File: config.mk
export PLATFORM = sky130hd
export DESIGN_NAME = seq_shift_add_mul
export DESIGN_NICKNAME = d
export VERILOG_FILES = /design/src/rtl/seq_mul_pkg.sv /design/src/rtl/seq_shift_add_mul_add_n.sv /design/src/rtl/seq_shift_add_mul.sv
export SDC_FILE = /design/constraint.sdc
export NUM_CORES = 1
export LEC_CHECK = 0
export ABC_AREA = 1
export BUFFER_PORTS_ARGS = -buffer_cell sky130_fd_sc_hd__buf_2
export CAP_MARGIN = 20
export CORE_UTILIZATION = 62
export CTS_BUF_LIST = sky130_fd_sc_hd__clkbuf_4 sky130_fd_sc_hd__clkbuf_8
export DETAILED_ROUTE_END_ITERATION = 8
export GPL_ROUTABILITY_DRIVEN = 0
export PLACE_DENSITY = 0.86
export SYNTH_ARGS = -nofsm -noshare
export SYNTH_HDL_FRONTEND = slang
export SYNTH_SLANG_ARGS = --single-unit
File: constraint.sdc
create_clock -name clk -period 9.25 [get_ports clk]
set_input_delay 0.4625 -clock clk [delete_from_list [all_inputs] [get_ports clk]]
set_output_delay 0.4625 -clock clk [all_outputs]
set_load 0.05 [all_outputs]
File: src/rtl/seq_mul_pkg.sv
// -----------------------------------------------------------------------------
// seq_mul_pkg
//   Shared types and helpers for the sequential shift-and-add multiplier.
//   - state_e : controller state encoding (2'd3 is unused and recovers to IDLE)
//   - cnt_w() : width of the RUN-cycle index counter for a B_W-bit multiplier
// -----------------------------------------------------------------------------
package seq_mul_pkg;

  typedef enum logic [1:0] {
    IDLE = 2'd0,
    RUN  = 2'd1,
    DONE = 2'd2
  } state_e;

  // The index must be able to hold B_W itself, the value after the last RUN edge.
  function automatic int cnt_w(input int b_w);
    return $clog2(b_w + 1);
  endfunction

endpackage

File: src/rtl/seq_shift_add_mul_add_n.sv
// -----------------------------------------------------------------------------
// add_n
//   Parametrised N-bit ripple-carry adder, carry-in fixed at 0, built from
//   full-adder equations so it matches the existing RCA/FA adder style.
// Ports:
//   x_i    [N-1:0]  addend
//   y_i    [N-1:0]  addend
//   sum_o  [N-1:0]  x_i + y_i modulo 2^N
//   cout_o          carry out of the top bit
// -----------------------------------------------------------------------------
module add_n #(
  parameter int N = 7
) (
  input  logic [N-1:0] x_i,
  input  logic [N-1:0] y_i,
  output logic [N-1:0] sum_o,
  output logic         cout_o
);

  logic [N:0] carry;

  always_comb begin
    carry    = '0;
    sum_o    = '0;
    carry[0] = 1'b0;
    for (int i = 0; i < N; i++) begin
      sum_o[i]   = x_i[i] ^ y_i[i] ^ carry[i];
      carry[i+1] = (x_i[i] & y_i[i]) | (carry[i] & (x_i[i] ^ y_i[i]));
    end
  end

  assign cout_o = carry[N];

endmodule

File: src/rtl/seq_shift_add_mul.sv
// -----------------------------------------------------------------------------
// seq_shift_add_mul
//   Sequential unsigned shift-and-add multiplier. Operands are accepted over a
//   valid/ready handshake, one multiplier bit is retired per clock, and the
//   full-width product is offered over a valid/ready handshake.
//
// Parameters:
//   A_W  multiplicand width (>=2)
//   B_W  multiplier width (>=2), sets the RUN cycle count
//   P_W  product width, A_W+B_W (derived)
//
// Ports:
//   clk        rising-edge clock
//   rst        synchronous active-high reset
//   in_valid   operands a/b valid
//   in_ready   block can accept operands (IDLE and not in reset)
//   a [A_W]    multiplicand, unsigned
//   b [B_W]    multiplier, unsigned
//   out_valid  product valid (DONE)
//   out_ready  consumer accepts product
//   product    a*b, held until the next result is produced
//   busy       high in RUN or DONE
//
// Build option:
//   SEQ_MUL_EARLY_TERM_EN  when defined, RUN ends on the first edge at which
//                          the shifted multiplier becomes zero (minimum one
//                          RUN cycle). Otherwise RUN always lasts B_W cycles.
// -----------------------------------------------------------------------------
module seq_shift_add_mul
  import seq_mul_pkg::*;
#(
  parameter  int A_W = 4,
  parameter  int B_W = 3,
  localparam int P_W = A_W + B_W
) (
  input  logic           clk,
  input  logic           rst,
  input  logic           in_valid,
  output logic           in_ready,
  input  logic [A_W-1:0] a,
  input  logic [B_W-1:0] b,
  output logic           out_valid,
  input  logic           out_ready,
  output logic [P_W-1:0] product,
  output logic           busy
);

  localparam int C_W = cnt_w(B_W);
  localparam logic [C_W-1:0] IDX_LAST = C_W'(B_W - 1);

  state_e         state_q, state_d;
  logic [P_W-1:0] mcand_q;
  logic [B_W-1:0] mplier_q;
  logic [P_W-1:0] acc_q;
  logic [C_W-1:0] idx_q;
  logic [P_W-1:0] product_q;

  logic           accept;
  logic           run_last;
  logic [P_W-1:0] addend;
  logic [P_W-1:0] acc_sum;
  logic           add_cout_unused;

  assign accept = in_valid & in_ready;

  // Partial product for this cycle: mcand aligned to the bit being retired.
  assign addend = mplier_q[0] ? (mcand_q << idx_q) : '0;

  add_n #(
    .N (P_W)
  ) u_add (
    .x_i    (acc_q),
    .y_i    (addend),
    .sum_o  (acc_sum),
    .cout_o (add_cout_unused)
  );

`ifdef SEQ_MUL_EARLY_TERM_EN
  // Stop once no set bits remain above the one retired this edge; the index
  // limit still bounds RUN in case the multiplier was all ones.
  assign run_last = (mplier_q[B_W-1:1] == '0) || (idx_q == IDX_LAST);
`else
  assign run_last = (idx_q == IDX_LAST);
`endif

  // State register
  always_ff @(posedge clk) begin
    if (rst) begin
      state_q <= IDLE;
    end else begin
      state_q <= state_d;
    end
  end

  // Next-state logic
  always_comb begin
    state_d = state_q;
    case (state_q)
      IDLE: if (accept)    state_d = RUN;
      RUN:  if (run_last)  state_d = DONE;
      DONE: if (out_ready) state_d = IDLE;
      default:             state_d = IDLE;
    endcase
  end

  // Output decode; in_ready is also gated by rst so nothing is accepted
  // while reset is held.
  always_comb begin
    in_ready  = 1'b0;
    out_valid = 1'b0;
    busy      = 1'b0;
    case (state_q)
      IDLE: in_ready = ~rst;
      RUN:  busy     = 1'b1;
      DONE: begin
        busy      = 1'b1;
        out_valid = 1'b1;
      end
      default: ;
    endcase
  end

  // Datapath: operand capture, accumulate/shift, result capture
  always_ff @(posedge clk) begin
    if (rst) begin
      mcand_q   <= '0;
      mplier_q  <= '0;
      acc_q     <= '0;
      idx_q     <= '0;
      product_q <= '0;
    end else begin
      case (state_q)
        IDLE: begin
          if (accept) begin
            mcand_q  <= {{B_W{1'b0}}, a};
            mplier_q <= b;
            acc_q    <= '0;
            idx_q    <= '0;
          end
        end
        RUN: begin
          acc_q    <= acc_sum;
          mplier_q <= mplier_q >> 1;
          idx_q    <= idx_q + C_W'(1);
          // The product register only changes on the final RUN edge, so it
          // stays stable through DONE and after the handshake.
          if (run_last) begin
            product_q <= acc_sum;
          end
        end
        default: ;
      endcase
    end
  end

  assign product = product_q;

endmodule

Word-level counts from Yosys, hierarchy flattened
Index checks and enable logic that the tools add are counted.
- output and inout port bits: 10
- flip-flop bits (word level): 25
- input port bits: 11
- logic and storage cells: 66
- shift-type cells: 1
- bitwise logic cells: 31
- $add $sub $neg: 1
- reductions and logical operators: 7
- mux-type cells: 14
- equality and inequality tests: 6
- operators by type and width (operator ; number):
    $mux W7 ; 2
    $pmux W7 S2 ; 1
    $xor A1 B1 Y1 ; 13
    $and A1 B1 Y1 ; 12
    $mux W2 ; 4
    $shl A4 B2 Y7 ; 1
    $ne A2 B2 Y1 const B ; 3
    $pmux W2 S3 ; 1
    $pmux W3 S2 ; 1
    $reduce_and A2 Y1 ; 3
    $or A1 B1 Y1 ; 5
    $eq A2 B2 Y1 const B ; 2
    $pmux W2 S2 ; 1
    $mux W1 ; 3
    $mux W3 ; 1
    $reduce_and A3 Y1 ; 1
    $add A2 B1 Y2 const B ; 1
    $eq A2 B1 Y1 const B ; 1
    $logic_not A2 Y1 ; 1
    $reduce_bool A2 Y1 ; 1
    $reduce_or A2 Y1 ; 1
    $not A1 Y1 ; 1

Logic depth before layout (Yosys ltp)
- depth after elaboration: 15
- gate-level depth with buffers: 18
- mapped depth without buffers: 18

Cells and area by module
From an unflattened synthesis, not the netlist that was laid out.
- cells, all modules: 179
- area total of the unflattened synthesis: 1336.3 um^2
- modules (own cells, without submodules) (module ; sequential area each (um^2) ; instances ; cells an instance ; area an instance (um^2)):
    seq_shift_add_mul ; 500.5 ; 1 ; 162 ; 1166.1
    add_n ; 0.0 ; 1 ; 17 ; 170.2

Worst setup path before layout
OpenSTA, ideal clock, no wires.
- kind: flip-flop to flip-flop
- from: register idx_q[0]
- to: register product_q[6], in the netlist product[6]
- stages on the path, launching flop included: 18
- required time: 9135 ps
- setup slack: 6211 ps
- path buffers: 0
- period minus slack after synthesis: 3039 ps
- library setup time: 115 ps
- arrival: 2924 ps
- path through: dfxtp_1 inv_1 nand2_1 nor2_1 ha_1 inv_1 fa_1 inv_1 fa_1 fa_1 fa_1 fa_1 nand2_1 nand2_1 nand2_1 nand2_1 o21ai_0 inv_1
- longest elaborated chain between the ends: 14
- elaborated cells on any way between the ends: 27
- those cells by class: 1 x eq/ne; 1 x shift; 1 x mux; 23 x bitwise; 1 x reduce/logical
- RTL lines (item ; line ; text):
    start: declaration ; seq_shift_add_mul.sv:55 ; logic [C_W-1:0] idx_q;
    start signal: assignment ; seq_shift_add_mul.sv:144 ; idx_q <= idx_q + C_W'(1);
    $shl A4 B2 Y7 ; seq_shift_add_mul.sv:67 ; assign addend = mplier_q[0] ? (mcand_q << idx_q) : '0;
    $mux W7 ; seq_shift_add_mul.sv:67 ;
    $and A1 B1 Y1 or $xor A1 B1 Y1 (tied branches) ; seq_shift_add_mul_add_n.sv:28 ; carry[i+1] = (x_i[i] & y_i[i]) | (carry[i] & (x_i[i] ^ y_i[i]));
    $and A1 B1 Y1 ; seq_shift_add_mul_add_n.sv:28 ;
    $or A1 B1 Y1 ; seq_shift_add_mul_add_n.sv:28 ;
    $and A1 B1 Y1 ; seq_shift_add_mul_add_n.sv:28 ;
    $or A1 B1 Y1 ; seq_shift_add_mul_add_n.sv:28 ;
    $and A1 B1 Y1 ; seq_shift_add_mul_add_n.sv:28 ;
    $or A1 B1 Y1 ; seq_shift_add_mul_add_n.sv:28 ;
    $and A1 B1 Y1 ; seq_shift_add_mul_add_n.sv:28 ;
    $or A1 B1 Y1 ; seq_shift_add_mul_add_n.sv:28 ;
    $and A1 B1 Y1 ; seq_shift_add_mul_add_n.sv:28 ;
    $or A1 B1 Y1 ; seq_shift_add_mul_add_n.sv:28 ;
    $xor A1 B1 Y1 ; seq_shift_add_mul_add_n.sv:27 ; sum_o[i] = x_i[i] ^ y_i[i] ^ carry[i];
    end signal: assignment ; seq_shift_add_mul.sv:148 ; product_q <= acc_sum;
    end: declaration ; seq_shift_add_mul.sv:56 ; logic [P_W-1:0] product_q;
Parallel ways exist; a longest one is shown, timed or not.
A chain may end at the register's enable or synchronous reset.

Worst setup path after layout
- from: register idx_q[0]
- to: register acc_q[6]
- longest elaborated chain between the ends: 15
- elaborated cells on any way between the ends: 26
- those cells by class: 1 x shift; 2 x mux; 23 x bitwise
- RTL lines (item ; line ; text):
    $shl A4 B2 Y7 (*) ; seq_shift_add_mul.sv:67 ;
    $mux W7 (*) ; seq_shift_add_mul.sv:67 ;
    $and A1 B1 Y1 or $xor A1 B1 Y1 (tied branches) ; seq_shift_add_mul_add_n.sv:28 ;
    $and A1 B1 Y1 ; seq_shift_add_mul_add_n.sv:28 ;
    $or A1 B1 Y1 ; seq_shift_add_mul_add_n.sv:28 ;
    $and A1 B1 Y1 ; seq_shift_add_mul_add_n.sv:28 ;
    $or A1 B1 Y1 ; seq_shift_add_mul_add_n.sv:28 ;
    $and A1 B1 Y1 ; seq_shift_add_mul_add_n.sv:28 ;
    $or A1 B1 Y1 ; seq_shift_add_mul_add_n.sv:28 ;
    $and A1 B1 Y1 ; seq_shift_add_mul_add_n.sv:28 ;
    $or A1 B1 Y1 ; seq_shift_add_mul_add_n.sv:28 ;
    $and A1 B1 Y1 ; seq_shift_add_mul_add_n.sv:28 ;
    $or A1 B1 Y1 ; seq_shift_add_mul_add_n.sv:28 ;
    $xor A1 B1 Y1 (*) ; seq_shift_add_mul_add_n.sv:27 ;
    $pmux W7 S2 (*) ; seq_shift_add_mul.sv:132 ; case (state_q)
    end signal: assignment ; seq_shift_add_mul.sv:142 ; acc_q <= acc_sum;
    end: declaration ; seq_shift_add_mul.sv:54 ; logic [P_W-1:0] acc_q;
Mark *: on every way between the ends. The rest lies on a longest branch, timed or not.

==> flow_summary.json <==
{
  "outcome": "completed",
  "clk_latency_ns": 0.33,
  "ant_nets": 0,
  "post-route-min-period_ns": 3.31,
  "drive_above_1_share_pct": 17.7,
  "seq_area_um2": 500,
  "wire_per_inst_um": 11.9,
  "start_util_pct": 67.0,
  "syn_area_um2": 1330,
  "cp_num_buf_inv": 4,
  "final.setup.tns_ns": 0,
  "wirelength_um": 2680,
  "fin_skew_ns": 0.0193,
  "reg2reg_depth": 18,
  "p_leak_nw": 0.674,
  "antenna_found_initial": 0,
  "die_w_um": 48.3,
  "critical_path.max_stage_delay_ns": 0.43,
  "p_int_w": 0.000170,
  "yosys_warnings": 0,
  "grtUsageTotal_pct": 24.9,
  "worst_pin_slew_ns": 0.347,
  "netlist_instances": 178,
  "hold_viol_final": 0,
  "rsz0062_at_grt": "false",
  "path_class": "reg2reg",
  "io_pins": 21,
  "clkTransAtPathRegs_ns": 0.14,
  "synthXorXnorAreaFrac_pct": 0,
  "whs_path_depth": 3,
  "slowest_stage": "dfxtp_1",
  "dp_hpwl_um": 1960,
  "cp_data_arrival_time_ns": 3.58,
  "power.density_nw_per_um2": 208,
  "n_fill_cell": 172,
  "combPwrFrac_pct": 41.4,
  "die_h_um": 48.3,
  "grt_pass1_wl_um": 3950,
  "drt_iter0_drc": 30,
  "required_ns": 9.52,
  "end_kind": "flip-flop",
  "syn2layout_area_growth_pct": 9.52,
  "ys_seq_area_share_pct": 37.7,
  "crit_family": "adder cells",
  "reg2reg_to": "acc_q[6]$_SDFFE_PP0P_",
  "cts_resized": 0,
  "clkPwrFrac_pct": 16.1,
  "synthMuxAreaShare_pct": 0,
  "hold_buffers": 0,
  "path_cells": "inv_1, nand2_1, nor2_1, ha_1, inv_1, fa_1, inv_1, fa_1, fa_1, fa_1, fa_1, inv_1, nand2_1, nand2_1, nand2_1, nand2_1, nand2_1, a21oi_1",
  "cts_num_sinks": 25,
  "diodes": 0,
  "first_global_vias": 947,
  "dr.pass1.iters": 4,
  "maxSlewViolCount": 0,
  "final_nets": 221,
  "coreArea_um2": 1980,
  "worstSetupStartpointType": "flip-flop",
  "ys_ff_latch": 25,
  "vdd_drop_max_mv": 0.187,
  "synth-adder-area-share_pct": 13.2,
  "dieArea_um2": 2330,
  "timing.final.crit_share_pct": 35.7,
  "cap_violations": 0,
  "h-tree-depth": 1,
  "grt_max_degree": 18,
  "relSlewSlack_pct": 76.9,
  "fin_hold_ws_ns": 0.344,
  "synth_edf_count": 0,
  "r2r-start": "idx_q[0]$_SDFFE_PP0P_",
  "syn_nets": 200,
  "setup_viol": 0,
  "cts_tree": "built",
  "ctsLongestPathBuffers": 2,
  "seqPwrFrac_pct": 42.5,
  "hold_end": "mcand_q[3]$_SDFFE_PP0P_",
  "p_switching_w": 0.000132,
  "multi_input_area_um2": 711,
  "drc": 0,
  "setup.worst_path.start": "idx_q[0]$_SDFFE_PP0P_",
  "ys_types": 23,
  "r2r_slack_ns": 5.94,
  "dpl_cell_area_um2": 1430,
  "port_buffers": 20,
  "synth_ff_type": "dfxtp_1",
  "final_cell_area_um2": 1450,
  "via_per_inst": 5.23,
  "placementRows": 16,
  "fmax_mhz": 302,
  "numCtsBuffers": 3,
  "synth_top_family_by_area": "simple AND/OR/NAND/NOR gates",
  "postSynth.asyncResetShare_pct": 0,
  "avgSynthCellArea_um2": 7.46,
  "cp_max_fo": 7,
  "hold_start": "a[3]",
  "synthSimpleGateAreaFrac_pct": 26.5,
  "post_cts_buffers": 0,
  "vias": 1177,
  "critPathMostFrequentCell": "nand2_1",
  "synth_compound_area_share_pct": 13.9,
  "grt-ovfl-total": 0,
  "cts_root_buf": "clkbuf_4",
  "worstHoldPathType": "in2reg",
  "switching_share_pct": 43.7
}
[stage by stage]
| stage | utilization (%) | worst slack [ns] | cells | total power [W] |
|---|---|---|---|---|
| after floorplan | - | 6.21 | 178 | 0.000237 |
| after global placement | 72.0 | 6.10 | 221 | 0.000252 |
| after detailed placement | 72.0 | 6.00 | 221 | 0.000256 |
| after CTS | 73.4 | 5.93 | 225 | 0.000304 |
| after global routing | 73.4 | 5.72 | 225 | 0.000324 |
| final | 73.4 | 5.94 | 225 | 0.000303 |
[cells by family (layout without fill, tap and decap cells)]
family,Yosys count,after routing
fa+ha+maj,11,11
buf+inv,25,45
flops,25,25
simple gates,83,83
compound gates,34,34
[worst max-delay path by stage]
stage                     depth (start not counted)  slack (ns)                 endpoint
after floorplan                                  17        6.21  product[6]$_SDFFE_PP0P_
after detailed placement                         18        6.00    acc_q[6]$_SDFFE_PP0P_
after CTS                                        18        5.93    acc_q[6]$_SDFFE_PP0P_
after global placement                           17        6.10  product[6]$_SDFFE_PP0P_
after global routing                             17        5.72  product[6]$_SDFFE_PP0P_
final                                            18        5.94    acc_q[6]$_SDFFE_PP0P_
[cell usage in the layout (no fill, tap or decap), types with 2 or more instances in the layout]
master / instances
nand3_1: 3
ha_1: 6
a21oi_1: 15
nand2_4: 2
clkbuf_4: 3
o21ai_0: 13
nor2_2: 4
nor2_1: 17
fa_1: 5
dfxtp_1: 25
buf_2: 20
inv_1: 20
o22ai_1: 3
nand2_1: 54
[metal layers]
| layer | wire length, um | up-vias | global-route usage, % |
|---|---|---|---|
| li1 | - | 600 | - |
| met1 | 1150 | 536 | 30.2 |
| met2 | 1350 | 35 | 42.9 |
| met3 | 135 | 6 | 4.81 |
| met4 | 46 | 0 | 10.0 |
| met5 | 0 | - | 0 |
[tightest hold or removal path, cell delays in order]
cell and delay [ns]:
buf_2 0.07, nand2_1 0.04, nand2_1 0.05
[state kept, by name (all words and copies together) (netlist names)]
name	flops
idx_q	2
product	7
mplier_q	3
mcand_q	4
acc_q	7
state_q	2
[power by group through the flow]
stage	clock [W]	sequential, W	combinational [W]
2_1_floorplan	0	0.000129	0.000108
3_3_place_gp	0	0.000130	0.000122
3_5_place_dp	0	0.000131	0.000125
4_1_cts	0.0000498	0.000128	0.000126
5_1_grt	0.0000539	0.000130	0.000140
6_report	0.0000488	0.000129	0.000125
[final cells by class]
| cell class | count | share of cell area, % |
|---|---|---|
| Multi-Input combinational cell | 128 | 48.9 |
| Sequential cell | 25 | 34.4 |
| Clock inverter | 1 | 0.344 |
| Clock buffer | 3 | 1.55 |
| Timing Repair Buffer | 20 | 6.88 |
| Tap cell | 27 | 2.32 |
| Inverter | 21 | 5.59 |
[cells in the mapped netlist, types with 2 or more instances]
cell type,n,area share (%)
a21oi_1,15,5.7
dfxtp_1,25,38
fa_1,5,7.5
ha_1,6,5.7
inv_1,20,5.7
nand2_1,54,15
nand2_4,2,1.7
nand3_1,3,1.1
nor2_1,17,4.8
nor2_2,4,1.9
o21ai_0,13,4.9
o22ai_1,3,1.4
Note: power is estimated with default switching activity, not from simulation.
